$ cat src/rtl/tis_port_arbiter_if.sv
// Bundle of the requester-side and node-side handshake signals of the
// TIS-100 port arbiter. The arbiter uses the slave modport; whoever drives
// the requesters and the node input port uses the master modport.
interface tis_port_arbiter_if #(
    parameter int N_REQ = 4,
    parameter int DW    = 11
);
    localparam int SW = (N_REQ > 1) ? $clog2(N_REQ) : 1;

    logic [N_REQ-1:0]    req_valid;
    logic [N_REQ*DW-1:0] req_data;
    logic [N_REQ-1:0]    req_ready;
    logic                out_valid;
    logic [DW-1:0]       out_data;
    logic                out_ready;
    logic [SW-1:0]       out_src;
    logic [15:0]         xfer_cnt;

    modport slave (
        input  req_valid,
        input  req_data,
        input  out_ready,
        output req_ready,
        output out_valid,
        output out_data,
        output out_src,
        output xfer_cnt
    );

    modport master (
        output req_valid,
        output req_data,
        output out_ready,
        input  req_ready,
        input  out_valid,
        input  out_data,
        input  out_src,
        input  xfer_cnt
    );
endinterface

$ cat src/rtl/tis_port_arbiter.sv
// Round-robin arbiter that funnels N_REQ requesters into one registered
// node input port. A single output register is either empty (IDLE) or full
// (HOLD). It can be refilled in the same cycle the node drains it, so a
// stream of requests is delivered at one word per cycle.
module tis_port_arbiter #(
    parameter int N_REQ = 4,
    parameter int DW    = 11
) (
    input  logic                 clk,
    input  logic                 rst_n,
    tis_port_arbiter_if.slave    bus
);
    localparam int SW = (N_REQ > 1) ? $clog2(N_REQ) : 1;

    typedef enum logic [0:0] {
        ST_IDLE = 1'b0,
        ST_HOLD = 1'b1
    } state_t;

    state_t          state_q, state_d;
    logic [DW-1:0]   out_data_q;
    logic [SW-1:0]   out_src_q;
    logic [SW-1:0]   ptr_q;
    logic [15:0]     xfer_cnt_q;

    logic            win_found_s;
    logic [SW-1:0]   win_idx_s;
    logic            slot_free_s;
    logic            grant_s;
    logic            accept_s;
    logic [N_REQ-1:0] req_ready_s;

    // Round-robin search: the first valid requester after the last winner.
    always_comb begin
        int          cand;
        logic [SW-1:0] cand_idx;
        win_found_s = 1'b0;
        win_idx_s   = '0;
        cand        = 0;
        cand_idx    = '0;
        for (int k = 1; k <= N_REQ; k++) begin
            cand     = (int'(ptr_q) + k) % N_REQ;
            cand_idx = SW'(cand);
            if (!win_found_s && bus.req_valid[cand_idx]) begin
                win_found_s = 1'b1;
                win_idx_s   = cand_idx;
            end else begin
                win_found_s = win_found_s;
            end
        end
    end

    // Slot availability, grant strobe and the node-side accept.
    always_comb begin
        // Held low during reset so no requester sees a grant that cannot land.
        slot_free_s = rst_n && ((state_q == ST_IDLE) || bus.out_ready);
        grant_s     = slot_free_s && win_found_s;
        accept_s    = (state_q == ST_HOLD) && bus.out_ready;
        req_ready_s = '0;
        if (grant_s) begin
            req_ready_s[win_idx_s] = 1'b1;
        end else begin
            req_ready_s = '0;
        end
    end

    // Next-state logic for the output register occupancy.
    always_comb begin
        state_d = state_q;
        case (state_q)
            ST_IDLE: begin
                if (grant_s) begin
                    state_d = ST_HOLD;
                end else begin
                    state_d = ST_IDLE;
                end
            end
            ST_HOLD: begin
                if (bus.out_ready) begin
                    state_d = grant_s ? ST_HOLD : ST_IDLE;
                end else begin
                    state_d = ST_HOLD;
                end
            end
            default: state_d = ST_IDLE;
        endcase
    end

    // State register; a held word is dropped on reset.
    always_ff @(posedge clk or negedge rst_n) begin
        if (!rst_n) begin
            state_q <= ST_IDLE;
        end else begin
            state_q <= state_d;
        end
    end

    // Capture the winning word, its source and the round-robin pointer.
    always_ff @(posedge clk or negedge rst_n) begin
        if (!rst_n) begin
            out_data_q <= '0;
            out_src_q  <= '0;
            ptr_q      <= SW'(N_REQ - 1);
        end else if (grant_s) begin
            out_data_q <= bus.req_data[win_idx_s*DW +: DW];
            out_src_q  <= win_idx_s;
            ptr_q      <= win_idx_s;
        end else begin
            out_data_q <= out_data_q;
            out_src_q  <= out_src_q;
            ptr_q      <= ptr_q;
        end
    end

    // Delivered-word counter; wraps naturally at 16 bits.
    always_ff @(posedge clk or negedge rst_n) begin
        if (!rst_n) begin
            xfer_cnt_q <= 16'd0;
        end else if (accept_s) begin
            xfer_cnt_q <= xfer_cnt_q + 16'd1;
        end else begin
            xfer_cnt_q <= xfer_cnt_q;
        end
    end

    assign bus.req_ready = req_ready_s;
    assign bus.out_valid = (state_q == ST_HOLD);
    assign bus.out_data  = out_data_q;
    assign bus.out_src   = out_src_q;
    assign bus.xfer_cnt  = xfer_cnt_q;

endmodule

$ cat src/flat_wrapper.sv
// flat-port wrapper written by rule: the top's interface ports become plain ports
module tis_port_arbiter_flat 
#(
    parameter int N_REQ = 4,
    parameter int DW    = 11
)
  (clk, rst_n, bus_req_valid, bus_req_data, bus_out_ready, bus_req_ready, bus_out_valid, bus_out_data, bus_out_src, bus_xfer_cnt);
  tis_port_arbiter_if #(.N_REQ(N_REQ), .DW(DW)) bus_i ();
  input  logic clk;
  input  logic rst_n;
  input wire logic [$bits(bus_i.req_valid)-1:0] bus_req_valid;
  input wire logic [$bits(bus_i.req_data)-1:0] bus_req_data;
  input wire logic [$bits(bus_i.out_ready)-1:0] bus_out_ready;
  output wire logic [$bits(bus_i.req_ready)-1:0] bus_req_ready;
  output wire logic [$bits(bus_i.out_valid)-1:0] bus_out_valid;
  output wire logic [$bits(bus_i.out_data)-1:0] bus_out_data;
  output wire logic [$bits(bus_i.out_src)-1:0] bus_out_src;
  output wire logic [$bits(bus_i.xfer_cnt)-1:0] bus_xfer_cnt;
  assign bus_i.req_valid = bus_req_valid;
  assign bus_i.req_data = bus_req_data;
  assign bus_i.out_ready = bus_out_ready;
  assign bus_req_ready = bus_i.req_ready;
  assign bus_out_valid = bus_i.out_valid;
  assign bus_out_data = bus_i.out_data;
  assign bus_out_src = bus_i.out_src;
  assign bus_xfer_cnt = bus_i.xfer_cnt;
  tis_port_arbiter #(.N_REQ(N_REQ), .DW(DW)) u_core (.clk(clk), .rst_n(rst_n), .bus(bus_i));
endmodule
$ cat config.mk
export PLATFORM = sky130hd
export DESIGN_NAME = tis_port_arbiter_flat
export DESIGN_NICKNAME = d
export VERILOG_FILES = /design/src/rtl/tis_port_arbiter_if.sv /design/src/rtl/tis_port_arbiter.sv /design/src/flat_wrapper.sv
export SDC_FILE = /design/constraint.sdc
export NUM_CORES = 1
export LEC_CHECK = 0
export CAP_MARGIN = 20
export CORE_MARGIN = 3
export CORE_UTILIZATION = 47
export DETAILED_ROUTE_END_ITERATION = 7
export DONT_BUFFER_PORTS = 1
export PLACE_DENSITY = 0.65
export SETUP_SLACK_MARGIN = 0.3
export SLEW_MARGIN = 20
export SYNTH_ARGS = -nofsm -noshare
export SYNTH_HDL_FRONTEND = slang
export SYNTH_SLANG_ARGS = --single-unit
$ cat constraint.sdc
create_clock -name clk -period 1.7 [get_ports clk]
set_clock_uncertainty 0.05 [all_clocks]
set_input_delay 0.17 -clock clk [delete_from_list [all_inputs] [get_ports clk]]
set_output_delay 0.17 -clock clk [all_outputs]
set_load 0.01 [all_outputs]
==> results of run 1 <==
[cells by family (layout without fill, tap and decap cells)]
kind of cell / count (synthesis) / after routing / synth area share (%)
compound gates: 52 / 52 / 19.8
xor+xnor: 15 / 15 / 6.87
fa+ha+maj: 1 / 1 / 0.654
buf+inv: 13 / 50 / 3.73
flops: 32 / 32 / 42.0
mux: 6 / 6 / 3.20
simple gates: 77 / 77 / 23.8
[power by group]
part           switching [mW]  internal (mW)  total [mW]
combinational           0.552          0.622        1.17
sequential              0.273          0.962        1.23
clock                   0.270          0.369       0.639
total                    1.10           1.95        3.05
[critical path: cells and delay by family (launching register included)]
kind | cells | cell delay (ns)
buf+inv | 1 | 0.14
compound gates | 1 | 0.23
simple gates | 3 | 0.49
flops | 1 | 0.58
[flip-flops by register name, summed over array words and instances (netlist names)]
signal	cells
u_core.bus.out_src	2
u_core.bus.out_data	11
u_core.ptr_q	2
u_core.bus.out_valid	1
u_core.bus.xfer_cnt	16
[repair_timing]
item                                   CTS  global route
setup endpoints to repair               27            29
cloned                                   1             0
resized for setup                       49            32
buffers inserted                        13             9
hold buffers                             2             0
pin swaps                               19            27
endpoints found under the hold margin   33             0
[metal layers]
metal,vias up,share of wire [%],GRT usage (%)
li1,816,-,-
met1,870,40,29.5
met2,80,48,35.8
met3,11,9.4,7.25
met4,0,1.9,8.72
met5,-,0,0
[through the flow]
step	total power [mW]	hold WS, ns	setup WS [ns]
5_1_grt	3.23	0.0689	-0.275
2_1_floorplan	1.76	-0.176	0.0268
6_report	3.05	0.0588	-0.236
3_3_place_gp	1.98	-0.175	-0.0193
3_5_place_dp	2.02	-0.175	-0.0580
4_1_cts	2.91	0.0417	-0.192
[cells in the final DEF, fill, tap and decap left out, types with 3 or more instances in the layout]
master / instances
o31ai_2: 4
buf_6: 12
a211o_1: 6
and4_1: 11
nor2_1: 3
xor2_1: 4
xnor2_1: 6
o21ai_2: 5
nand2_1: 15
a21o_1: 3
dfrtp_2: 6
buf_12: 3
dfrtp_1: 24
o21ai_1: 8
o311ai_1: 4
xnor2_2: 5
nand4_1: 6
o31a_1: 11
and3_1: 3
nand2_2: 3
clkbuf_8: 7
and3_4: 4
nand3_1: 9
nand3_4: 5
buf_4: 24
mux2i_1: 4
[layout make-up]
class                      count  area [um2]
fill                         273        1050
sequential                    32         811
multi-input combinational    151        1350
clock buffer                   8         100
timing repair buffer          42         428
tap                           48        60.1
[synth_stat cells, types with 3 or more instances]
cell and instances:
a211o_1 6, a21o_1 3, a21oi_1 3, and3_1 7, and4_1 11, buf_2 6
clkbuf_1 5, dfrtp_1 30, mux2i_1 5, nand2_1 19, nand2b_1 3, nand3_1 14
nand4_1 6, nor2_1 6, o21ai_0 11, o21ai_1 3, o311ai_1 4, o31a_1 11
o31ai_1 6, xnor2_1 11, xor2_1 4
[how the worst max path moves through the flow]
stage / start / endpoint / slack (ns) / cells past startpoint
6_report: u_core.ptr_q[0]$_DFFE_PN1P_ / bus_req_ready[1] / -0.24 / 5
5_1_grt: u_core.ptr_q[0]$_DFFE_PN1P_ / bus_req_ready[1] / -0.27 / 5
4_1_cts: u_core.ptr_q[0]$_DFFE_PN1P_ / bus_req_ready[1] / -0.19 / 5
3_5_place_dp: u_core.ptr_q[0]$_DFFE_PN1P_ / u_core.bus.out_data[7]$_DFFE_PN0P_ / -0.06 / 6
3_3_place_gp: u_core.ptr_q[0]$_DFFE_PN1P_ / u_core.bus.out_data[3]$_DFFE_PN0P_ / -0.02 / 6
2_1_floorplan: u_core.ptr_q[0]$_DFFE_PN1P_ / u_core.bus.out_data[0]$_DFFE_PN0P_ / 0.03 / 7
==> results.sh, run 1 <==
export IMPL_r2r_end="u_core.bus.out_data[7]$_DFFE_PN0P_"
export IMPL_clock_latency_ns=0.28
export IMPL_grt_use_total_pct=22.9
export IMPL_layout_min_cycle_time_ns=1.94
export IMPL_synthTopCellsByArea="dfrtp_1, and4_1, o31a_1"
export IMPL_cts_made_buffers=5
export IMPL_final_cells=281
export IMPL_maxSlewHeadroom_pct=76.4
export IMPL_die_area_um2=4870
export IMPL_fin_tns_setup_ns=-1.89
export IMPL_r2r_start="u_core.ptr_q[0]$_DFFE_PN1P_"
export IMPL_drt_iter0_drc=107
export IMPL_setup_ws_ns=-0.236
export IMPL_syn_to_final_growth_pct=43.8
export IMPL_htree_levels=2
export IMPL_hold_class="input port to flip-flop"
export IMPL_numClockSinks=32
export IMPL_synth_seq_cells=32
export IMPL_drv_cap=0
export IMPL_core_area_um2=3800
export IMPL_whs_path_depth=2
export IMPL_vias_per_cell=6.32
export IMPL_leakage_nw=1.17
export IMPL_worstPathMaxFanout=4
export IMPL_first_pass_iters=4
export IMPL_crit_path_top_delay_cell="dfstp_2"
export IMPL_drc_errors=0
export IMPL_drt_total_wl_um=5660
export IMPL_cts_root_buf="clkbuf_8"
export IMPL_worst_pin_slew_ns=0.354
export IMPL_utilization_pct=72.4
export IMPL_nets=284
export IMPL_powerDensity_nw_per_um2=1110
export IMPL_reg2reg_setup_slack_ns=-0.14
export IMPL_drive_gt1_share_pct=46.8
export IMPL_port_buffers=0
export IMPL_io_pins=85
export IMPL_min_from="bus_out_ready"
export IMPL_cp_cell_sequence="nor2b_4 > o21a_4 > nor3_4 > buf_6 > and2b_2"
export IMPL_final_antenna_net_count=0
export IMPL_clk_path_buf_depth=2
export IMPL_start_kind="flip-flop"
export IMPL_max_freq_mhz=516
export IMPL_syn_nets=248
export IMPL_slew_viol_final=0
export IMPL_cts_tree="done"
export IMPL_antenna_found_initial=0
export IMPL_ys_seq_area_share_pct=42.0
export IMPL_via_count=1777
export IMPL_synth_edf_count=0
export IMPL_dp_cells=248
export IMPL_wl_per_cell_um=20.1
export IMPL_synth_flop_cell="dfrtp_1"
export IMPL_fin_area_um2=2750
export IMPL_rsz0062_at_grt="true"
export IMPL_path_clk_slew_ns=0.07
export IMPL_min_period_over_period_pct=114
export IMPL_start_util_pct=50.4
export IMPL_gp_congestion=0.886
export IMPL_hpwl_um=3730
export IMPL_worstHoldEndpoint="u_core.bus.out_valid$_DFF_PN0_"
export IMPL_synth_top_area_cell="dfrtp_1"
export IMPL_die_x_um=69.8
export IMPL_status="finished, violations left"
export IMPL_place_area_um2=2070
export IMPL_violations="setup timing"
export IMPL_setup_worst_path_class="flip-flop to output port"
export IMPL_grt_pass1_wl_um=9030
export IMPL_gr_total_overflow=0
export IMPL_n_antenna_cell=0
export IMPL_first_global_vias=1782
export IMPL_postSynth_asyncResetShare_pct=100
export IMPL_synth_top_cell_area_share_pct=39.2
export IMPL_hold_viol=0
export IMPL_yosysUniqueCellTypes=38
export IMPL_netlist_area_um2=1910
export IMPL_syn_instance_count=196
export IMPL_dieHeight_um=69.8
export IMPL_critical_path_required_ns=1.48
export IMPL_cpPeakStageDelay_ns=0.58
export IMPL_ir_drop_v=0.000516
export IMPL_r2r_cells=7
export IMPL_cp_end_kind="output port"
export IMPL_fp_row_count=22
export IMPL_yosysWarnings=0
export IMPL_setup_viol=14
export IMPL_avgSynthCellArea_um2=9.76
export IMPL_cp_arrival_ns=1.72
export IMPL_grt_max_degree=34
Power figures use the tool's default switching activity.
==> run 2, diff against run 1 <==
--- a/config.mk
+++ b/config.mk
@@ -10,6 +10,7 @@
 export CORE_UTILIZATION = 47
 export DETAILED_ROUTE_END_ITERATION = 7
 export DONT_BUFFER_PORTS = 1
+export MAX_ROUTING_LAYER = met4
 export PLACE_DENSITY = 0.65
 export SETUP_SLACK_MARGIN = 0.3
 export SLEW_MARGIN = 20
==> run 2 against run 1 <==
Compared with the run above: the run still ends with setup timing left; combinational power about the same; sequential share of layout area barely moved; utilization up 0.099 points; sequential cell count stayed put; final cell count is 0.36% higher; largest power group unchanged.
==> results.sh, run 2 (synthesis gave the netlist of run 1 again) <==
export IMPL_r2r_cells=8
export IMPL_syn_to_final_growth_pct=44.0
export IMPL_cts_root_buf="clkbuf_8"
export IMPL_cts_made_buffers=5
export IMPL_clk_path_buf_depth=2
export IMPL_drc_errors=0
export IMPL_grt_pass1_wl_um=9000
export IMPL_powerDensity_nw_per_um2=1110
export IMPL_gr_total_overflow=0
export IMPL_final_cells=282
export IMPL_path_clk_slew_ns=0.07
export IMPL_fill_cells=273
export IMPL_leakage_nw=1.17
export IMPL_violations="setup timing"
export IMPL_status="finished, violations left"
export IMPL_cp_end_kind="output port"
export IMPL_final_common_cell="buf_4"
export IMPL_utilization_pct=72.5
export IMPL_htree_levels=2
export IMPL_gp_congestion=0.901
export IMPL_ir_drop_v=0.000515
export IMPL_min_from="bus_out_ready"
export IMPL_clock_latency_ns=0.28
export IMPL_final_antenna_net_count=0
export IMPL_r2r_start="u_core.ptr_q[0]$_DFFE_PN1P_"
export IMPL_hpwl_um=3730
export IMPL_hold_class="input port to flip-flop"
export IMPL_die_area_um2=4870
export IMPL_min_period_over_period_pct=115
export IMPL_port_buffers=0
export IMPL_fp_row_count=22
export IMPL_die_x_um=69.8
export IMPL_grt_max_degree=34
export IMPL_worstHoldEndpoint="u_core.bus.out_valid$_DFF_PN0_"
export IMPL_largest_reg_flops=16
export IMPL_first_global_vias=1789
export IMPL_first_pass_iters=4
export IMPL_drt_total_wl_um=5710
export IMPL_n_antenna_cell=0
export IMPL_rsz0062_at_grt="true"
export IMPL_setup_worst_path_class="flip-flop to output port"
export IMPL_numClockSinks=32
export IMPL_cts_tree="done"
export IMPL_maxSlewHeadroom_pct=76.5
export IMPL_setup_ws_ns=-0.254
export IMPL_grt_use_total_pct=23.6
export IMPL_dieHeight_um=69.8
export IMPL_antenna_found_initial=0
export IMPL_wl_per_cell_um=20.3
export IMPL_critical_path_required_ns=1.48
export IMPL_slew_viol_final=0
export IMPL_vias_per_cell=6.27
export IMPL_layout_min_cycle_time_ns=1.95
export IMPL_fin_area_um2=2760
export IMPL_p_total_mw=3.06
export IMPL_drt_iter0_drc=76
export IMPL_cp_arrival_ns=1.73
export IMPL_reg2reg_setup_slack_ns=-0.19
export IMPL_place_area_um2=2070
export IMPL_worstPathMaxFanout=4
export IMPL_hold_viol=0
export IMPL_via_count=1767
export IMPL_max_freq_mhz=512
export IMPL_whs_path_depth=2
export IMPL_setup_viol=14
export IMPL_multiInputGateArea_um2=1350
export IMPL_r2r_end="u_core.bus.out_data[7]$_DFFE_PN0P_"
export IMPL_dp_cells=248
export IMPL_crit_path_start="u_core.ptr_q[0]$_DFFE_PN1P_"
export IMPL_io_pins=85
export IMPL_preCtsSetupSlack_ns=-0.0580
export IMPL_drv_cap=0
export IMPL_start_kind="flip-flop"
export IMPL_drive_gt1_share_pct=47.0
export IMPL_nets=285
export IMPL_regArea_um2=811
export IMPL_start_util_pct=50.4
export IMPL_core_area_um2=3800
export IMPL_final_cell_mix="buf_4, dfrtp_1, nand2_1"
export IMPL_worst_pin_slew_ns=0.353
run 2: layer usage:
metal  wire length (um)  track usage [%]  vias up  part of all wire (%)
li1                   -                -      816                     -
met1               2390             30.1      864                    42
met2               2760             35.9       75                    48
met3                455             7.54       12                   8.0
met4                106             7.45        0                   1.9
met5                  0                -        -                     0
run 2: repair_timing:
item | 4_1_cts | 5_1_grt
buffers inserted | 13 | 10
hold endpoints to repair | 33 | 0
endpoints found under the setup margin | 27 | 29
resized for setup | 49 | 31
pin swaps | 19 | 26
hold buffers | 2 | 0
gates cloned | 1 | 0
run 2: critical path: stages (launching register included):
cell and delay (ns):
dfstp_2 0.58, nor2b_4 0.06, o21a_4 0.23, nor3_4 0.21
buf_6 0.15, and2b_2 0.24
run 2: power by group:
group	internal [mW]	leakage [nW]	switching [mW]	total (mW)
registers	0.962	0.398	0.272	1.23
logic	0.627	0.725	0.559	1.19
clock network	0.369	0.0515	0.266	0.635
run 2: how the worst max path moves through the flow:
stage                                          to  slack [ns]  cells after the start
2_1_floorplan  u_core.bus.out_data[0]$_DFFE_PN0P_        0.03                      7
3_3_place_gp   u_core.bus.out_data[3]$_DFFE_PN0P_       -0.02                      6
3_5_place_dp   u_core.bus.out_data[7]$_DFFE_PN0P_       -0.06                      6
4_1_cts                          bus_req_ready[1]       -0.19                      5
5_1_grt                          bus_req_ready[1]       -0.29                      5
6_report                         bus_req_ready[1]       -0.25                      5
run 2: layout make-up:
type	instances	share of cell area [%]
timing repair buffer	43	15.7
tap	48	2.18
multi-input combinational	151	49.1
sequential	32	29.4
clock buffer	8	3.63
run 2: metrics by stage:
step	hold WS, ns	setup TNS (ns)
finish	0.0655	-2.08
global route	0.0644	-3.00
CTS	0.0417	-2.09
detailed placement	-0.175	-0.230
global placement	-0.175	-0.0413
floorplan	-0.176	0
==> run 3, diff against run 2 <==
--- a/config.mk
+++ b/config.mk
@@ -17,3 +17,4 @@
 export SYNTH_ARGS = -nofsm -noshare
 export SYNTH_HDL_FRONTEND = slang
 export SYNTH_SLANG_ARGS = --single-unit
+export TNS_END_PERCENT = 10
==> run 3 against run 2 <==
Compared with the run above: the run still ends with setup timing left; first-iteration DRC count is 21% higher; utilization fell by 5.5 points; largest cell class unchanged; critical path type unchanged; critical path depth is the same; setup slack better by 0.035 ns; highest routed layer unchanged; global-route usage decreased by 0.26 points; combinational power shrank 8%; non-clock buffer count down 13; final cell count fell by 4.6%; hold slack worse by 0.0025 ns; sequential power is essentially flat; sequential cell count unchanged.
==> results.sh, run 3 (synthesis gave the netlist of run 1 again) <==
export IMPL_status="finished, violations left"
export IMPL_violations="setup timing"
export IMPL_syn_to_final_growth_pct=33.2
export IMPL_clk_path_buf_depth=2
export IMPL_grt_pass1_wl_um=8880
export IMPL_layout_min_cycle_time_ns=1.92
export IMPL_setup_ws_ns=-0.218
export IMPL_min_period_over_period_pct=113
export IMPL_reg2reg_setup_slack_ns=-0.14
export IMPL_htree_levels=2
export IMPL_dieHeight_um=69.8
export IMPL_fin_area_um2=2550
export IMPL_port_buffers=0
export IMPL_start_util_pct=50.4
export IMPL_die_area_um2=4870
export IMPL_max_freq_mhz=521
export IMPL_r2r_end="u_core.bus.out_data[7]$_DFFE_PN0P_"
export IMPL_largest_reg_flops=16
export IMPL_hpwl_um=3820
export IMPL_io_pins=85
export IMPL_hold_class="input port to flip-flop"
export IMPL_cts_tree="done"
export IMPL_setup_viol=15
export IMPL_start_kind="flip-flop"
export IMPL_drc_errors=0
export IMPL_final_antenna_net_count=0
export IMPL_r2r_start="u_core.ptr_q[0]$_DFFE_PN1P_"
export IMPL_rsz0062_at_grt="true"
export IMPL_gr_total_overflow=0
export IMPL_path_clk_slew_ns=0.06
export IMPL_drv_cap=0
export IMPL_cp_end_kind="output port"
export IMPL_hold_viol=0
export IMPL_drive_gt1_share_pct=39.4
export IMPL_worst_pin_slew_ns=0.326
export IMPL_grt_use_total_pct=23.4
export IMPL_ir_drop_v=0.000479
export IMPL_cts_root_buf="clkbuf_8"
export IMPL_core_area_um2=3800
export IMPL_n_antenna_cell=0
export IMPL_r2r_cells=8
export IMPL_powerDensity_nw_per_um2=1140
export IMPL_die_x_um=69.8
export IMPL_grt_max_degree=34
export IMPL_min_from="bus_out_ready"
export IMPL_fill_cells=294
export IMPL_antenna_found_initial=0
export IMPL_first_pass_iters=4
export IMPL_fp_row_count=22
export IMPL_leakage_nw=1.08
export IMPL_clock_latency_ns=0.28
export IMPL_numClockSinks=32
export IMPL_first_global_vias=1800
export IMPL_maxSlewHeadroom_pct=78.3
export IMPL_final_common_cell="dfrtp_1"
export IMPL_vias_per_cell=6.38
export IMPL_gp_congestion=0.874
export IMPL_drt_iter0_drc=92
export IMPL_nets=272
export IMPL_setup_worst_path_class="flip-flop to output port"
export IMPL_final_cell_mix="dfrtp_1, buf_4, nand2_1"
export IMPL_preCtsSetupSlack_ns=-0.101
export IMPL_place_area_um2=2120
export IMPL_cp_arrival_ns=1.70
export IMPL_critical_path_required_ns=1.48
export IMPL_worstPathMaxFanout=3
export IMPL_wl_per_cell_um=19.9
export IMPL_via_count=1715
export IMPL_slew_viol_final=0
export IMPL_drt_total_wl_um=5350
export IMPL_cts_made_buffers=5
export IMPL_whs_path_depth=2
export IMPL_worstHoldEndpoint="u_core.bus.xfer_cnt[0]$_DFFE_PN0P_"
## run 3: changes by cell type in the layout (fill, tap and decap cells not counted), sizes merged
cell  delta
buf     -13
## run 3: final cells by class
type                            count  area, um2  share of cell area (%)
Clock buffer                        8       90.1                    3.54
Multi-Input combinational cell    151       1270                    50.0
Sequential cell                    32        808                    31.7
Tap cell                           48       60.1                    2.36
Timing Repair Buffer               30        314                    12.3
## run 3: power breakdown
group          total [mW]  switching, mW  internal (mW)
Sequential           1.21          0.251          0.959
Clock               0.593          0.263          0.330
Combinational        1.10          0.528          0.569
## run 3: what timing repair did
| item | CTS | global route |
|---|---|---|
| gates resized for setup | 39 | 24 |
| cloned | 0 | 0 |
| setup buffers | 6 | 2 |
| endpoints found under the setup margin | 27 | 27 |
| hold endpoints to repair | 33 | 0 |
| pin swaps | 6 | 14 |
| hold buffers | 2 | 0 |
## run 3: stage by stage
step           TNS (ns)  util [%]  power, mW  hold WS [ns]  instances
2_1_floorplan         0         -       1.74        -0.176        196
3_3_place_gp     -0.383      55.8       2.05        -0.175        251
3_5_place_dp     -0.619      55.8       2.09        -0.175        251
4_1_cts           -1.68      63.7       2.86        0.0500        267
5_1_grt           -2.70      67.1       3.09        0.0861        269
6_report          -1.64      67.1       2.90        0.0630        269
## run 3: critical path, cell delays in order (launching register included)
cell and delay [ns]:
dfstp_2 0.57, nor2b_4 0.05, o21a_4 0.20, nor3_4 0.23, buf_6 0.14, and2b_2 0.23
## run 3: per-layer routing
layer  GRT usage (%)  wire length, um  up-vias  part of all wire, %
met5               -                0        -                    0
met4            8.94              160        0                  3.0
met3            10.0              534       18                   10
met2            35.2             2450       90                   46
met1            27.8             2200      824                   41
li1                -                -      783                    -
## run 3: worst max path at each step
stage                                          to  depth (start not counted)                   startpoint  slack (ns)
2_1_floorplan  u_core.bus.out_data[0]$_DFFE_PN0P_                          7  u_core.ptr_q[0]$_DFFE_PN1P_        0.03
3_3_place_gp   u_core.bus.out_data[6]$_DFFE_PN0P_                          6  u_core.ptr_q[0]$_DFFE_PN1P_       -0.08
3_5_place_dp   u_core.bus.out_data[0]$_DFFE_PN0P_                          6  u_core.ptr_q[0]$_DFFE_PN1P_       -0.10
4_1_cts                          bus_req_ready[1]                          5  u_core.ptr_q[0]$_DFFE_PN1P_       -0.25
5_1_grt                          bus_req_ready[1]                          5  u_core.ptr_q[0]$_DFFE_PN1P_       -0.29
6_report                         bus_req_ready[1]                          5  u_core.ptr_q[0]$_DFFE_PN1P_       -0.22
